`src/rtl/api_tx_arb_pkg.sv`:
```
// Shared constants, FSM state type and helpers for the API TX arbiter.
// No logic of its own; imported by the interface, picker and arbiter.
// Defaults mirror the API TX FIFO geometry (23-word packets, 512-word FIFO).
package api_tx_arb_pkg;

  localparam int API_WORK_LEN      = 23;   // 736-bit work packet / 32
  localparam int API_TX_FIFO_DEPTH = 512;
  localparam int API_TX_CNT_W      = 10;
  localparam int API_WORD_W        = 32;
  localparam int API_MAX_REQ       = 8;

  typedef enum logic {
    ST_IDLE = 1'b0,
    ST_XFER = 1'b1
  } arb_state_t;

  // Index of the set bit in a one-hot vector (0 when empty).
  function automatic logic [2:0] onehot_to_idx(input logic [API_MAX_REQ-1:0] oh);
    logic [2:0] idx;
    idx = '0;
    for (int i = 0; i < API_MAX_REQ; i++) begin
      if (oh[i]) idx = 3'(i);
    end
    return idx;
  endfunction

endpackage

```
`src/rtl/api_tx_arb_if.sv`:
```
// Bundle between the work sources / TX FIFO and the arbiter.
// slave: arbiter view (sources in, FIFO write + status out); master: environment view.
// Per-source words move on req_vld & req_rdy; FIFO side is a plain write strobe.
interface api_tx_arb_if
  import api_tx_arb_pkg::*;
#(
  parameter int NREQ  = 2,
  parameter int CNT_W = API_TX_CNT_W
);

  logic [NREQ-1:0]            req_vld;
  logic [API_WORD_W*NREQ-1:0] req_dat;
  logic [NREQ-1:0]            req_rdy;
  logic                       tx_fifo_wr_en;
  logic [API_WORD_W-1:0]      tx_fifo_din;
  logic [CNT_W-1:0]           tx_fifo_data_count;
  logic [NREQ-1:0]            grant;
  logic                       busy;
  logic [15:0]                pkt_cnt;

  modport slave (
    input  req_vld, req_dat, tx_fifo_data_count,
    output req_rdy, tx_fifo_wr_en, tx_fifo_din, grant, busy, pkt_cnt
  );

  modport master (
    output req_vld, req_dat, tx_fifo_data_count,
    input  req_rdy, tx_fifo_wr_en, tx_fifo_din, grant, busy, pkt_cnt
  );

endinterface

```
`src/rtl/api_rr_pick.sv`:
```
// Cyclic priority picker: first asserted req at or after ptr, wrapping.
// Purely combinational, zero latency; no backpressure.
// Ports: req (requests), ptr (start index, < NREQ), gnt (one-hot), any (some req set).
module api_rr_pick
  import api_tx_arb_pkg::*;
#(
  parameter int NREQ  = 2,
  parameter int PTR_W = (NREQ > 1) ? $clog2(NREQ) : 1
) (
  input  logic [NREQ-1:0]  req,
  input  logic [PTR_W-1:0] ptr,
  output logic [NREQ-1:0]  gnt,
  output logic             any
);

  logic [2*NREQ-1:0] dbl;
  int                off;
  int                sel;

  always_comb begin
    // Rotating a doubled copy puts ptr at bit 0, so the lowest set bit is the winner.
    dbl = {req, req} >> ptr;
    off = 0;
    any = 1'b0;
    for (int k = NREQ - 1; k >= 0; k--) begin
      if (dbl[k]) begin
        off = k;
        any = 1'b1;
      end
    end
    sel = int'(ptr) + off;
    if (sel >= NREQ) sel = sel - NREQ;
    gnt = '0;
    for (int j = 0; j < NREQ; j++) begin
      gnt[j] = any && (sel == j);
    end
  end

endmodule

```
`src/rtl/api_tx_arb.sv`:
```
// Round-robin packet scheduler sharing the API TX FIFO between NREQ work sources.
// Latency: grant 1 cycle after the IDLE decision; data path req -> FIFO is combinational.
// Backpressure: only grants with a full packet of FIFO room; owner may stall freely, no timeout.
// Ports: clk, rst (async), reg_rst (sync soft reset); bus: req_vld/req_dat/req_rdy per source,
//        tx_fifo_wr_en/tx_fifo_din/tx_fifo_data_count, grant (one-hot owner), busy, pkt_cnt.
module api_tx_arb
  import api_tx_arb_pkg::*;
#(
  parameter int NREQ       = 2,
  parameter int WORK_LEN   = API_WORK_LEN,
  parameter int FIFO_DEPTH = API_TX_FIFO_DEPTH,
  parameter int CNT_W      = API_TX_CNT_W
) (
  input  logic          clk,
  input  logic          rst,
  input  logic          reg_rst,
  api_tx_arb_if.slave   bus
);

  localparam int PTR_W  = (NREQ > 1) ? $clog2(NREQ) : 1;
  localparam int WCNT_W = $clog2(WORK_LEN + 1);

  localparam logic [WCNT_W-1:0] LAST_WORD = WCNT_W'(WORK_LEN - 1);
  localparam logic [CNT_W:0]    DEPTH_X   = (CNT_W + 1)'(FIFO_DEPTH);
  localparam logic [CNT_W:0]    NEED_X    = (CNT_W + 1)'(WORK_LEN);

  arb_state_t              state_q;
  arb_state_t              state_d;
  logic [NREQ-1:0]         grant_q;
  logic [PTR_W-1:0]        own_idx;
  logic [PTR_W-1:0]        rr_ptr;
  logic [WCNT_W-1:0]       word_cnt;
  logic [15:0]             pkt_cnt_q;

  logic [NREQ-1:0]         pick_gnt;
  logic                    pick_any;
  logic [CNT_W:0]          cnt_x;
  logic                    space_ok;
  logic                    own_vld;
  logic [API_WORD_W-1:0]   own_dat;
  logic                    start;
  logic                    take;
  logic                    last_word;

  api_rr_pick #(
    .NREQ  (NREQ),
    .PTR_W (PTR_W)
  ) u_pick (
    .req (bus.req_vld),
    .ptr (rr_ptr),
    .gnt (pick_gnt),
    .any (pick_any)
  );

  // Occupancy can exceed the nominal depth on a bad count; treat that as no room
  // instead of letting the subtraction wrap.
  assign cnt_x    = {1'b0, bus.tx_fifo_data_count};
  assign space_ok = (cnt_x <= DEPTH_X) && ((DEPTH_X - cnt_x) >= NEED_X);

  // Only the owner's lane reaches the FIFO; grant_q is zero outside XFER.
  assign own_vld = |(bus.req_vld & grant_q);

  always_comb begin
    own_dat = '0;
    for (int j = 0; j < NREQ; j++) begin
      if (grant_q[j]) own_dat = own_dat | bus.req_dat[API_WORD_W*j +: API_WORD_W];
    end
  end

  assign start     = (state_q == ST_IDLE) && pick_any && space_ok;
  assign take      = (state_q == ST_XFER) && own_vld;
  assign last_word = take && (word_cnt == LAST_WORD);

  // State register
  always_ff @(posedge clk or posedge rst) begin
    if (rst) begin
      state_q <= ST_IDLE;
    end else if (reg_rst) begin
      state_q <= ST_IDLE;
    end else begin
      state_q <= state_d;
    end
  end

  // Next-state logic
  always_comb begin
    state_d = state_q;
    case (state_q)
      ST_IDLE: if (pick_any && space_ok) state_d = ST_XFER;
      ST_XFER: if (last_word)            state_d = ST_IDLE;
      default:                           state_d = ST_IDLE;
    endcase
  end

  // Outputs. reg_rst also drops req_rdy so a source never sees a word
  // accepted that was not written.
  always_comb begin
    bus.req_rdy       = '0;
    bus.tx_fifo_wr_en = 1'b0;
    if ((state_q == ST_XFER) && !reg_rst) begin
      bus.req_rdy       = grant_q;
      bus.tx_fifo_wr_en = own_vld;
    end
    bus.tx_fifo_din = own_dat;
    bus.grant       = grant_q;
    bus.busy        = (state_q == ST_XFER);
    bus.pkt_cnt     = pkt_cnt_q;
  end

  // Owner, word counter, round-robin pointer and packet counter.
  always_ff @(posedge clk or posedge rst) begin
    if (rst) begin
      grant_q   <= '0;
      own_idx   <= '0;
      rr_ptr    <= '0;
      word_cnt  <= '0;
      pkt_cnt_q <= '0;
    end else if (reg_rst) begin
      grant_q   <= '0;
      own_idx   <= '0;
      rr_ptr    <= '0;
      word_cnt  <= '0;
      pkt_cnt_q <= '0;
    end else if (start) begin
      grant_q  <= pick_gnt;
      own_idx  <= PTR_W'(onehot_to_idx(API_MAX_REQ'(pick_gnt)));
      word_cnt <= '0;
    end else if (take) begin
      if (last_word) begin
        grant_q   <= '0;
        word_cnt  <= '0;
        rr_ptr    <= (own_idx == PTR_W'(NREQ - 1)) ? '0 : own_idx + PTR_W'(1);
        pkt_cnt_q <= pkt_cnt_q + 16'd1;
      end else begin
        word_cnt <= word_cnt + WCNT_W'(1);
      end
    end
  end

endmodule

```
`src/flat_wrapper.sv`:
```
// flat-port wrapper written by rule: the top's interface ports become plain ports
module api_tx_arb_flat import api_tx_arb_pkg::*;
#(
  parameter int NREQ       = 2,
  parameter int WORK_LEN   = API_WORK_LEN,
  parameter int FIFO_DEPTH = API_TX_FIFO_DEPTH,
  parameter int CNT_W      = API_TX_CNT_W
)
  (clk, rst, reg_rst, bus_req_vld, bus_req_dat, bus_tx_fifo_data_count, bus_req_rdy, bus_tx_fifo_wr_en, bus_tx_fifo_din, bus_grant, bus_busy, bus_pkt_cnt);
  api_tx_arb_if #(.NREQ(NREQ), .CNT_W(CNT_W)) bus_i ();
  input  logic clk;
  input  logic rst;
  input  logic reg_rst;
  input wire logic [$bits(bus_i.req_vld)-1:0] bus_req_vld;
  input wire logic [$bits(bus_i.req_dat)-1:0] bus_req_dat;
  input wire logic [$bits(bus_i.tx_fifo_data_count)-1:0] bus_tx_fifo_data_count;
  output wire logic [$bits(bus_i.req_rdy)-1:0] bus_req_rdy;
  output wire logic [$bits(bus_i.tx_fifo_wr_en)-1:0] bus_tx_fifo_wr_en;
  output wire logic [$bits(bus_i.tx_fifo_din)-1:0] bus_tx_fifo_din;
  output wire logic [$bits(bus_i.grant)-1:0] bus_grant;
  output wire logic [$bits(bus_i.busy)-1:0] bus_busy;
  output wire logic [$bits(bus_i.pkt_cnt)-1:0] bus_pkt_cnt;
  assign bus_i.req_vld = bus_req_vld;
  assign bus_i.req_dat = bus_req_dat;
  assign bus_i.tx_fifo_data_count = bus_tx_fifo_data_count;
  assign bus_req_rdy = bus_i.req_rdy;
  assign bus_tx_fifo_wr_en = bus_i.tx_fifo_wr_en;
  assign bus_tx_fifo_din = bus_i.tx_fifo_din;
  assign bus_grant = bus_i.grant;
  assign bus_busy = bus_i.busy;
  assign bus_pkt_cnt = bus_i.pkt_cnt;
  api_tx_arb #(.NREQ(NREQ), .WORK_LEN(WORK_LEN), .FIFO_DEPTH(FIFO_DEPTH), .CNT_W(CNT_W)) u_core (.clk(clk), .rst(rst), .reg_rst(reg_rst), .bus(bus_i));
endmodule
```
`config.mk`:
```
export PLATFORM = sky130hd
export DESIGN_NAME = api_tx_arb_flat
export DESIGN_NICKNAME = d
export VERILOG_FILES = /design/src/rtl/api_tx_arb_pkg.sv /design/src/rtl/api_tx_arb_if.sv /design/src/rtl/api_rr_pick.sv /design/src/rtl/api_tx_arb.sv /design/src/flat_wrapper.sv
export SDC_FILE = /design/constraint.sdc
export NUM_CORES = 1
export LEC_CHECK = 0
export ABC_AREA = 1
export BUFFER_PORTS_ARGS = -buffer_cell sky130_fd_sc_hd__buf_2
export CELL_PAD_IN_SITES_DETAIL_PLACEMENT = 1
export CELL_PAD_IN_SITES_GLOBAL_PLACEMENT = 1
export CORE_MARGIN = 1
export CORE_UTILIZATION = 31
export DETAILED_ROUTE_END_ITERATION = 8
export GPL_ROUTABILITY_DRIVEN = 0
export GPL_TIMING_DRIVEN = 0
export PLACE_DENSITY_LB_ADDON = 0.15
export SKIP_CTS_REPAIR_TIMING = 1
export SLEW_MARGIN = 10
export SYNTH_ARGS = -nofsm -noshare
export SYNTH_HDL_FRONTEND = slang
export SYNTH_SLANG_ARGS = --single-unit
```
`constraint.sdc`:
```
create_clock -name clk -period 3.8 [get_ports clk]
set_input_delay 0.76 -clock clk [delete_from_list [all_inputs] [get_ports clk]]
set_output_delay 0.76 -clock clk [all_outputs]
set_load 0.05 [all_outputs]
```
After elaboration in Yosys (flattened, before gate mapping)
Index checks and enable logic that the tools add are counted.
{ "word_totals": {"in_bits": 79, "reg_bits": 26, "out_inout_bits": 54, "wordCells": 74} }
{ "op_classes": {"n_lt_le_gt_ge": 3, "addsub": 6, "shifts": 1, "eq_ne": 3, "bitwise": 3, "mux": 33, "reduce_logical": 19} }
{ "op_table": {"columns": ["operator", "count"], "rows": [
  ["$mux 32", 4],
  ["$mux 16", 4],
  ["$add 2x32->32", 1],
  ["$eq 32x2->1 const B", 1],
  ["$ge 32x3->1 const B", 1],
  ["$logic_not 32->1", 1],
  ["$or 32x32->32", 1],
  ["$sub 32x3->32 const B", 1],
  ["$mux 5", 4],
  ["$add 16x1->16 const B", 1],
  ["$mux 1", 15],
  ["$ge 11x5->1 const B", 1],
  ["$sub 10x10->11 const A", 1],
  ["$le 10x10->1 const B", 1],
  ["$mux 2", 5],
  ["$logic_and 1x1->1", 9],
  ["$reduce_bool 2->1", 3],
  ["$reduce_bool 3->1", 2],
  ["$add 5x1->5 const B", 1],
  ["$eq 5x5->1 const B", 1],
  ["$shr 4x1->2", 1],
  ["$reduce_and 3->1", 1],
  ["$and 2x2->2", 1],
  ["$ne 2x2->1 const B", 1],
  ["other kinds (6)", 6]
]} }

Depth between registers and ports, before layout
{ "logic_depth": {"ltp_word": 11, "mapped_depth": 13, "mapped_depth_nobuf": 13} }

Modules after synthesis
Synthesis repeated with hierarchy kept, for this count alone.
{ "unflattened": {"cells_unflattened": 290, "area_unflattened_um2": 2109.5} }
{ "by_module_without_submodules": {"columns": ["module", "cells_each", "seq_area_each_um2", "area_per_inst_um2", "n_inst"], "rows": [
  ["api_tx_arb", 284, 650.6, 2084.5, 1],
  ["api_rr_pick", 6, 0.0, 25.0, 1]
]} }

Worst setup path before layout
Ideal clock, no wire load.
{ "synth_timing": {"path_type": "reg2out", "from": "register u_core.grant_q[0] (netlist: u_core.bus.grant[0])", "to": "output port bus_tx_fifo_wr_en", "setup_slack_ns": 1.219, "t_required_ns": 3.040, "n_path_buf": 1, "path_stages_with_launch": 6, "arrival_time_ns": 1.821, "path_cell_list": "dfrtp_1 > buf_4 > inv_2 > o22ai_2 > nand2_2 > nor2_1"} }
{ "synth_via": {"elab_chain_len": 3} }
{ "synth_lines": {"columns": ["element", "line", "text"], "rows": [
  ["start, declared", "api_tx_arb.sv:29", "logic [NREQ-1:0] grant_q;"],
  ["start signal, assigned", "api_tx_arb.sv:125", "grant_q <= pick_gnt;"],
  ["$and 2x2->2", "api_tx_arb.sv:61", "assign own_vld = |(bus.req_vld & grant_q);"],
  ["$reduce_or 2->1", "api_tx_arb.sv:61", null],
  ["$mux 1", "api_tx_arb.sv:100", "if ((state_q == ST_XFER) && !reg_rst) begin"],
  ["end, declared", "flat_wrapper.sv:18", "output wire logic [$bits(bus_i.tx_fifo_wr_en)-1:0] bus_tx_fifo_wr_en;"]
]} }
No other way between the ends.

Worst setup path in the final report
{ "layout_timing": {"from": "input port reg_rst", "to": "output port bus_req_rdy[1]"} }
{ "layout_via": {"elab_chain_len": 3} }
{ "layout_lines": {"columns": ["element", "line", "text"], "rows": [
  ["start, declared", "flat_wrapper.sv:13", "input logic reg_rst;"],
  ["$logic_not 1->1", "api_tx_arb.sv:100", null],
  ["$logic_and 1x1->1", "api_tx_arb.sv:100", null],
  ["$mux 2", "api_tx_arb.sv:100", null],
  ["end, declared", "flat_wrapper.sv:17", "output wire logic [$bits(bus_i.req_rdy)-1:0] bus_req_rdy;"]
]} }
No other way between the ends.

==> results_dict.tcl <==
set metrics [dict create \
    status "complete, no violations" \
    p_leak_uw 0.001642 \
    fin_tns_setup_ns 0 \
    synth-compound-area-share_pct 21.54 \
    crit_fanout 10 \
    use_met1_pct 24.10 \
    initial_core_util_pct 32.20 \
    rows 29 \
    synthFlopType "dfrtp_1" \
    ios 133 \
    syn_area_um2 2044 \
    antenna_found_initial 1 \
    min_period_ns 2.537 \
    grt_util_met2_pct 38.00 \
    vias_per_cell 4.928 \
    gr-total-overflow 0 \
    crit_path_start_kind "input port" \
    die_w_um 83.21 \
    end_kind "output pin" \
    finalPower_uw 695.6 \
    ys_warn_count 0 \
    clock-sinks 26 \
    cts_root_buf "clkbuf_8" \
    fillers 869 \
    final.setup_skew_ns 0.007677 \
    syn_nets 356 \
    cpLargestDelayFamily "buffers and inverters" \
    fmax_mhz 394.2 \
    grt_pass1_vias 2464 \
    synth-edff-count 0 \
    die_h_um 83.21 \
    hold_path_depth 1 \
    min_path_type "flop to flop" \
    ys_types 36 \
    portBuffers 132 \
    cts_tree "yes" \
    drive_above_1_share_pct 38.97 \
    grt.busiest_layer "met2" \
    seq_power_share_pct 40.4 \
    drt-initial-drc-count 89 \
    cts_buffers 3 \
    cp.required_ns 3.04 \
    ys_top_cells_by_area "dfrtp_1 32%, a22o_1 14%, nand2_1 8.1%" \
    yosysSeqAreaShare_pct 31.82 \
    synth_xor_area_share_pct 3.856 \
    slowest_stage "buf_2" \
    critPathMostFrequentCell "buf_2" \
    place_hpwl_um 5727 \
    synth_top_family_by_area "simple AND/OR/NAND/NOR gates" \
    dieArea_um2 6924 \
    crit_start "reg_rst" \
    wl_um 7139 \
    insertion_delay_ns 0.28 \
    p_int_uw 445.5 \
    setup_violations 0 \
    cp_data_arrival_time_ns 1.78 \
    drc 0 \
    worstHoldStart "u_core.own_idx$_DFFE_PP0P_" \
    clock_power_share_pct 27.0 \
    cp_slowest_stage_delay_ns 0.28 \
    critPathKind "input port to output pin" \
    vias 2395 \
    synth_most_common_cell "nand2_1" \
    core_um2 6350 \
    areaGrowthSynthToFinish_pct 39.84 \
    dr.pass1.iters 4 \
    crit_chain "buf_2, inv_1, buf_2, nand2_1, nor2_1, buf_2" \
    worst_pin_slew_ns 1.041 \
    slew_headroom_pct 30.55 \
    post-place-ws_ns 1.270 \
    p_per_area_nw_per_um2 243.3 \
    synthTopCellsByCount "44 x nand2_1, 32 x a22o_1, 31 x inv_1, 26 x dfrtp_1, 26 x nor2_1" \
    combPwrFrac_pct 32.6 \
    cp.depth 6 \
    grt_pass1_wl_um 11780 \
    worstRegToRegCells 9 \
    ir_worst_vdd_v 0.0001954 \
    grt_max_degree 27 \
    post-route-util_pct 45.02 \
    synth_area_per_cell_um2 7.516 \
    worst_slack_ns 1.263 \
    period_share_pct 66.76 \
    clk_pin_slew_worst_paths_ns 0.10 \
    antenna_left 0 \
    synth-simple-area-share_pct 30.42 \
    place_inst 481 \
    postSynthCellCount 272 \
    synth_top_area_share_pct 31.82 \
    htree_levels 1 \
    hold_viol_final 0 \
    routedWlPerCell_um 14.69 \
    cts.path.max_buffers 2 \
    ys_ff_latch 26 \
    async_flop_share_pct 100.0 \
    path_buf_inv 4 \
    use_met3_pct 4.473 \
    synth.area.mux_share_pct 0 \
    rsz0062_at_grt "false" \
    cap_violations 0 \
    slew_violations 0 \
    netSwitchingPower_uw 250.1 \
    p_sw_share_pct 35.96 \
    synth_adder_area_share_pct 3.060 \
    r2r_start "u_core.word_cnt[0]$_DFFE_PP0P_" \
    grt_usage_pct 20.70 \
    yosysTopAreaCell "dfrtp_1" \
    instances_no_fill 486 \
    fin_nets 493 \
]
## final timing paths
check	endpoint	slack, ns
min in group asynchronous	u_core.word_cnt[0]$_DFFE_PP0P_	0.72
worst max-delay path	bus_req_rdy[1]	1.26
max in group asynchronous	u_core.bus.pkt_cnt[9]$_DFFE_PP0P_	2.45
worst min-delay path	u_core.rr_ptr$_DFFE_PP0P_	0.49
worst min register to register	u_core.rr_ptr$_DFFE_PP0P_	0.49
worst max register to register	u_core.bus.pkt_cnt[9]$_DFFE_PP0P_	1.91
## power groups by stage
stage,clock network (µW),logic (µW),registers [µW]
CTS,196,229,281
finish,188,226,281
floorplan,0,139,293
detailed placement,0,228,286
global route,207,243,281
global placement,0,225,286
## worst register-to-register path, cell delays in order (launching register included)
cell	delay, ns
dfrtp_1	0.44
inv_1	0.08
ha_1	0.13
nand2_1	0.06
nor3_1	0.13
inv_1	0.09
nor2_4	0.25
inv_1	0.14
o31ai_1	0.34
a21oi_1	0.11
## flip-flops by register name (all words and copies together) (netlist names)
register,cells
u_core.bus.busy,1
u_core.word_cnt,5
u_core.bus.grant,2
u_core.rr_ptr,1
u_core.bus.pkt_cnt,16
u_core.own_idx,1
## routing by layer
layer / wire [µm] / vias to the layer above
li1: - / 1201
met1: 2958 / 1109
met2: 3706 / 76
met3: 385 / 9
met4: 89 / 0
met5: 0 / -
## cell families (layout without fill, tap and decap cells)
family / count (synthesis) / count (layout)
and+or+nand+nor: 128 / 128
xor gates and xnor gates: 9 / 9
AOI/OAI and AO/OA: 59 / 59
DFF: 26 / 26
other: 0 / 1
adders and majority gates: 5 / 5
buffers and inverters: 45 / 181
## area by class of cell
type / count / area, µm² / share of cell area, %
clock buffers: 4 / 55.05 / 1.926
inverters: 33 / 123.9 / 4.333
diodes: 1 / 2.502 / 0.08753
multi-input cells: 201 / 1204 / 42.10
repair buffers: 132 / 660.6 / 23.11
well taps: 77 / 96.34 / 3.370
plain buffers: 12 / 66.31 / 2.319
flip-flops and latches: 26 / 650.6 / 22.76
## metrics by stage
step           hold WS [ns]  instance area [µm²]
5_1_grt              0.4994                 2859
3_3_place_gp         0.4436                 2801
2_1_floorplan        0.4317                 2044
4_1_cts              0.4912                 2856
6_report             0.4864                 2859
3_5_place_dp         0.4532                 2801
## layout by cell type, fill, tap and decap left out, types with 4 or more instances in the layout
master	synthesis	final
nand3_1	25	25
nor3_1	6	6
nor2_1	26	26
clkbuf_1	7	7
xor2_1	8	8
inv_1	31	31
nand4_1	7	7
buf_2	2	134
ha_1	5	5
dfrtp_1	26	26
nor2_2	4	4
clkbuf_8	0	4
o21ai_0	7	7
a22o_1	32	32
a21oi_1	9	9
nand2_1	44	44
nand2_2	4	4
Power figures use the tool's default switching activity.
